$ cat src/rtl/moore_seq_7seg_if.sv
// Control inputs and sequencer/display outputs of moore_seq_7seg; master drives controls.
// `dir` exists only when SEQ_DOWN_EN is defined.
interface moore_seq_7seg_if #(parameter int STATE_W = 4);
   logic               mode;
   logic               hold;
   logic               load;
   logic [STATE_W-1:0] load_val;
   logic               tick;
   logic [STATE_W-1:0] state;
   logic               wrap;
   logic [6:0]         out;
`ifdef SEQ_DOWN_EN
   logic               dir;
`endif

   modport master (
`ifdef SEQ_DOWN_EN
      output dir,
`endif
      output mode, hold, load, load_val,
      input  tick, state, wrap, out
   );

   modport slave (
`ifdef SEQ_DOWN_EN
      input  dir,
`endif
      input  mode, hold, load, load_val,
      output tick, state, wrap, out
   );
endinterface

$ cat src/rtl/moore_seq_7seg.sv
// Moore sequencer stepping +1/+JUMP mod MODULUS once per DIV_COUNT clk, driving one active-low 7-seg digit.
// Step every DIV_COUNT edges (load restarts count, hold freezes); SEQ_DOWN_EN adds a `dir` down-count input.
module moore_seq_7seg #(
   parameter int DIV_COUNT = 25000000,
   parameter int MODULUS   = 6,
   parameter int JUMP      = 2,
   parameter int STATE_W   = 4
) (
   input  logic               clk,
   input  logic               reset,
   moore_seq_7seg_if.slave    bus
);
   localparam int DIV_W = (DIV_COUNT > 1) ? $clog2(DIV_COUNT) : 1;
   localparam int SW1   = STATE_W + 1;
   localparam logic [DIV_W-1:0] DIV_LAST = DIV_W'(DIV_COUNT - 1);
   localparam logic [SW1-1:0]   MOD_X    = SW1'(MODULUS);
   localparam logic [SW1-1:0]   JUMP_X   = SW1'(JUMP);
   localparam logic [SW1-1:0]   ONE_X    = SW1'(1);

   logic [DIV_W-1:0]   div_cnt;
   logic [STATE_W-1:0] state_q;
   logic               wrap_q;
   logic               tick_w;
   logic [SW1-1:0]     step;
   logic [SW1-1:0]     cur;
   logic [SW1-1:0]     sum;
   logic [SW1-1:0]     nxt;
   logic               nxt_wrap;
   logic [3:0]         nib;
   logic [6:0]         seg;

   assign tick_w = (div_cnt == DIV_LAST) & ~bus.hold & ~bus.load;

   always_comb begin
      step     = bus.mode ? JUMP_X : ONE_X;
      cur      = {1'b0, state_q};
      sum      = cur + step;
      nxt      = sum;
      nxt_wrap = 1'b0;
      if (sum >= MOD_X) begin
         nxt      = sum - MOD_X;
         nxt_wrap = 1'b1;
      end
`ifdef SEQ_DOWN_EN
      if (bus.dir) begin
         if (cur < step) begin
            nxt      = cur + MOD_X - step;
            nxt_wrap = 1'b1;
         end else begin
            nxt      = cur - step;
            nxt_wrap = 1'b0;
         end
      end
`endif
      // an out-of-range state that is still out of range after one correction lands on 0
      if (nxt >= MOD_X)
         nxt = '0;
   end

   always_ff @(posedge clk or posedge reset) begin
      if (reset) begin
         div_cnt <= '0;
         state_q <= '0;
         wrap_q  <= 1'b0;
      end else if (bus.load) begin
         if ({1'b0, bus.load_val} < MOD_X)
            state_q <= bus.load_val;
         div_cnt <= '0;
         wrap_q  <= 1'b0;
      end else if (bus.hold) begin
         wrap_q <= 1'b0;
      end else if (div_cnt == DIV_LAST) begin
         div_cnt <= '0;
         state_q <= nxt[STATE_W-1:0];
         wrap_q  <= nxt_wrap;
      end else begin
         div_cnt <= div_cnt + DIV_W'(1);
         wrap_q  <= 1'b0;
      end
   end

   assign nib = 4'(state_q);

   always_comb begin
      seg = 7'b1111111;
      case (nib)
         4'h0: seg = 7'b1000000;
         4'h1: seg = 7'b1111001;
         4'h2: seg = 7'b0100100;
         4'h3: seg = 7'b0110000;
         4'h4: seg = 7'b0011001;
         4'h5: seg = 7'b0010010;
         4'h6: seg = 7'b0000010;
         4'h7: seg = 7'b1111000;
         4'h8: seg = 7'b0000000;
         4'h9: seg = 7'b0010000;
         4'hA: seg = 7'b0001000;
         4'hB: seg = 7'b0000011;
         4'hC: seg = 7'b1000110;
         4'hD: seg = 7'b0100001;
         4'hE: seg = 7'b0000110;
         4'hF: seg = 7'b0001110;
      endcase
   end

   assign bus.tick  = tick_w;
   assign bus.state = state_q;
   assign bus.wrap  = wrap_q;
   assign bus.out   = bus.mode ? 7'b1111111 : seg;
endmodule

$ cat src/flat_wrapper.sv
// flat-port wrapper written by rule: the top's interface ports become plain ports
module moore_seq_7seg_flat 
#(
   parameter int DIV_COUNT = 25000000,
   parameter int MODULUS   = 6,
   parameter int JUMP      = 2,
   parameter int STATE_W   = 4
)
  (clk, reset, bus_mode, bus_hold, bus_load, bus_load_val, bus_tick, bus_state, bus_wrap, bus_out);
  moore_seq_7seg_if #(.STATE_W(STATE_W)) bus_i ();
  input  logic clk;
  input  logic reset;
  input wire logic [$bits(bus_i.mode)-1:0] bus_mode;
  input wire logic [$bits(bus_i.hold)-1:0] bus_hold;
  input wire logic [$bits(bus_i.load)-1:0] bus_load;
  input wire logic [$bits(bus_i.load_val)-1:0] bus_load_val;
  output wire logic [$bits(bus_i.tick)-1:0] bus_tick;
  output wire logic [$bits(bus_i.state)-1:0] bus_state;
  output wire logic [$bits(bus_i.wrap)-1:0] bus_wrap;
  output wire logic [$bits(bus_i.out)-1:0] bus_out;
  assign bus_i.mode = bus_mode;
  assign bus_i.hold = bus_hold;
  assign bus_i.load = bus_load;
  assign bus_i.load_val = bus_load_val;
  assign bus_tick = bus_i.tick;
  assign bus_state = bus_i.state;
  assign bus_wrap = bus_i.wrap;
  assign bus_out = bus_i.out;
  moore_seq_7seg #(.DIV_COUNT(DIV_COUNT), .MODULUS(MODULUS), .JUMP(JUMP), .STATE_W(STATE_W)) u_core (.clk(clk), .reset(reset), .bus(bus_i));
endmodule
$ cat config.mk
export PLATFORM = sky130hd
export DESIGN_NAME = moore_seq_7seg_flat
export DESIGN_NICKNAME = d
export VERILOG_FILES = /design/src/rtl/moore_seq_7seg_if.sv /design/src/rtl/moore_seq_7seg.sv /design/src/flat_wrapper.sv
export SDC_FILE = /design/constraint.sdc
export NUM_CORES = 1
export LEC_CHECK = 0
export ABC_AREA = 0
export CORE_AREA = 2 2 68 70
export DETAILED_ROUTE_END_ITERATION = 10
export DIE_AREA = 0 0 70 72
export PLACE_DENSITY = 0.82
export SLEW_MARGIN = 5
export SYNTH_ARGS = -nofsm -noshare
export SYNTH_HDL_FRONTEND = slang
export SYNTH_SLANG_ARGS = --single-unit
$ cat constraint.sdc
create_clock -name clk -period 2.85 [get_ports clk]
set_input_delay 0.4275 -clock clk [delete_from_list [all_inputs] [get_ports clk]]
set_output_delay 0.4275 -clock clk [all_outputs]
set_load 0.02 [all_outputs]
==> impl_metrics.env <==
export IMPL_period_share_pct=96.4
export IMPL_drc=0
export IMPL_r2r_start="u_core.bus.state[0]$_DFFE_PP0P_"
export IMPL_stdcell_area_um2=2720
export IMPL_finClkSkew_ns=0.0106
export IMPL_layout_nets=306
export IMPL_htreeDepth=2
export IMPL_ioPinCount=22
export IMPL_cts_tree="yes"
export IMPL_peakVddDrop_v=0.000315
export IMPL_hp_start="u_core.div_cnt[24]$_DFFE_PP0P_"
export IMPL_status="complete, no violations"
export IMPL_io_buffers=21
export IMPL_wl_um=5090
export IMPL_rsz0062_at_grt="false"
export IMPL_cp_cell_sequence="nor4bb_1 > nand4_1 > nor3_4 > and2_1 > clkdlybuf4s50_1"
export IMPL_yosys_cell_types_count=58
export IMPL_worst_slew_pin_slew_ns=0.838
export IMPL_grt_max_degree=23
export IMPL_hold_end="u_core.div_cnt[24]$_DFFE_PP0P_"
export IMPL_relSlewSlack_pct=44.1
export IMPL_clock_sinks=30
export IMPL_synth_ff_type="dfrtp_1"
export IMPL_row_count=24
export IMPL_syn2layout_area_growth_pct=23.8
export IMPL_hold_viol_final=0
export IMPL_setup_viol=0
export IMPL_synth_area_um2=2190
export IMPL_first_global_vias=1861
export IMPL_cts_inserted_buffers=5
export IMPL_start_util_pct=51.4
export IMPL_clock_fmax_mhz=364
export IMPL_synth_edf_count=0
export IMPL_die_w_um=70
export IMPL_synth_area_leaders="dfrtp_1 34%, ha_1 5.7%, nor2_1 5.6%"
export IMPL_ant_nets=0
export IMPL_startpoint_type="flip-flop"
export IMPL_core_um2=4260
export IMPL_r2r_cells=10
export IMPL_ctsHoldBuffers=0
export IMPL_vias_per_cell=5.79
export IMPL_avgRoutedWirePerCell_um=15.0
export IMPL_diodes=0
export IMPL_path_delay_family="simple AND/OR/NAND/NOR gates"
export IMPL_cts_reportedPaths_clkPinSlew_ns=0.05
export IMPL_crit_fanout=3
export IMPL_p_leak_nw=1.18
export IMPL_power_total_mw=1.76
export IMPL_worstHoldPathType="reg -> reg"
export IMPL_grt_usage_pct=21.9
export IMPL_power_density_nw_per_um2=648
export IMPL_r2r_end="u_core.bus.state[2]$_DFFE_PP0P_"
export IMPL_first_pass_iters=4
export IMPL_insertion_delay_ns=0.28
export IMPL_cp_depth=5
export IMPL_ys_warn_count=0
export IMPL_drt_iter0_drc=173
export IMPL_criticalPathCategory="reg -> out"
export IMPL_synth_top_cell_area_share_pct=34.2
export IMPL_antenna_found_initial=0
export IMPL_ff2ff_setup_slack_ns=0.16
export IMPL_yosysSeqAreaShare_pct=34.2
export IMPL_crit_path_max_incr_delay_ns=0.62
export IMPL_syn_inst=247
export IMPL_drv_slew=0
export IMPL_finalHoldWorstSlack_ns=0.487
export IMPL_postSynthAreaPerCell_um2=8.88
export IMPL_cts_buffer_depth=2
export IMPL_arrival_ns=2.32
export IMPL_worst_path_buf_inv=1
export IMPL_maxCapViolations=0
export IMPL_gp_congestion=0.903
export IMPL_vias=1962
export IMPL_dp_final_hpwl_um=3670
export IMPL_synth_async_reset_ratio_pct=100
export IMPL_die_area_um2=5040
export IMPL_setup_ws_ns=0.102
export IMPL_ys_ff_latch=30
export IMPL_post_cts_buffers=0
export IMPL_drive_gt1_share_pct=16.7
export IMPL_syn_nets=267
export IMPL_endpoint_kind="primary output"
export IMPL_root_buffer="clkbuf_8"
export IMPL_overflow=0
export IMPL_post_route_min_period_ns=2.75
export IMPL_cpMaxStageDelayCell="clkdlybuf4s50_1"
export IMPL_place_area_um2=2600
export IMPL_cp_required_ns=2.42
export IMPL_holdPathStages=1
export IMPL_yosys_area_top_type="dfrtp_1"
export IMPL_final_util_pct=63.7
export IMPL_grt_pass1_wl_um=8780
export IMPL_die_y_um=72
export IMPL_place_worst_setup_slack_ns=-0.469
==> per-stage QoR <==
stage          TNS [ns]  cells
3_5_place_dp      -1.36    331
3_3_place_gp      -1.14    331
4_1_cts               0    339
6_report              0    339
5_1_grt               0    339
2_1_floorplan         0    247
==> where the power goes <==
group	leakage [nW]	switching, mW	internal [mW]
combinational	0.727	0.477	0.460
clock	0.0482	0.155	0.194
sequential	0.409	0.0304	0.445
==> cell usage in the layout (no fill, tap or decap), types with 3 or more instances in the layout <==
cell type | netlist | final
a21oi_1 | 14 | 14
a31oi_1 | 4 | 4
and2_1 | 4 | 4
and3_1 | 5 | 5
buf_4 | 1 | 21
clkbuf_8 | 0 | 6
clkdlybuf4s50_1 | 0 | 18
dfrtp_1 | 30 | 29
ha_1 | 10 | 8
inv_1 | 10 | 9
nand2_1 | 16 | 16
nand3_1 | 10 | 10
nand4_1 | 6 | 6
nor2_1 | 33 | 33
nor2b_1 | 12 | 10
nor3_1 | 3 | 3
o21ai_0 | 16 | 15
xnor2_1 | 9 | 9
xor2_1 | 6 | 6
==> sequential cells by signal (all words and copies together) (netlist names) <==
signal and count:
u_core.bus.state 4, u_core.bus.wrap 1, u_core.div_cnt 25
==> logic make-up after synthesis <==
family	after synthesis	synth area share [%]
compound gates	61	19.8
xor+xnor	15	5.99
fa+ha+maj	11	6.62
buf+inv	20	4.22
flops	30	34.2
mux	2	0.913
simple gates	108	28.2
==> cell usage after synthesis (all sizes together) (4+ instances only) <==
| cell type | instances |
|---|---|
| xnor2 | 9 |
| and3 | 5 |
| buf | 9 |
| a31oi | 4 |
| inv | 10 |
| nand4 | 7 |
| nor4 | 4 |
| ha | 10 |
| a21oi | 14 |
| and2 | 4 |
| xor2 | 6 |
| nor2 | 33 |
| o21ai | 16 |
| dfrtp | 30 |
| nor2b | 12 |
| nor3 | 5 |
| nand3 | 11 |
| nand2 | 16 |
==> worst max-delay path by stage <==
stage	slack [ns]	to	startpoint
6_report	0.10	bus_tick	u_core.div_cnt[9]$_DFFE_PP0P_
5_1_grt	0.003	bus_tick	u_core.div_cnt[9]$_DFFE_PP0P_
4_1_cts	0.07	bus_out[0]	u_core.bus.state[1]$_DFFE_PP0P_
3_5_place_dp	-0.47	u_core.bus.state[2]$_DFFE_PP0P_	bus_mode
3_3_place_gp	-0.40	u_core.bus.state[2]$_DFFE_PP0P_	bus_mode
2_1_floorplan	0.009	u_core.bus.state[2]$_DFFE_PP0P_	bus_mode
==> metal layers <==
metal	track usage, %	share of wire, %	vias up
met1	28.7	44	927
met2	36.6	49	58
met3	5.56	5.0	10
met4	5.56	1.8	0
li1	-	-	967
met5	0	0	-
==> cell type report <==
cell class                 instances  area (um2)
fill                             355        1550
inverter                          10        37.5
timing repair buffer              42         372
sequential                        30         752
clock buffer                       7        86.3
multi-input combinational        197        1400
tap                               52        65.1
clock inverter                     1        5.00
==> repair_timing <==
action                     CTS  global route
gates resized for setup      4             7
setup endpoints to repair    3             5
pin swaps                    1             4
==> worst register-to-register path: stages, from the launching register on <==
cell      delay (ns)
dfrtp_2         0.43
ha_4            0.17
fa_2            0.33
nor2b_2         0.17
or2_4           0.26
ha_4            0.23
nor2b_1         0.13
a311o_1         0.28
a221oi_2        0.31
o221ai_1        0.17
o311ai_1        0.12
No activity file was read; power rests on OpenSTA's default activity.
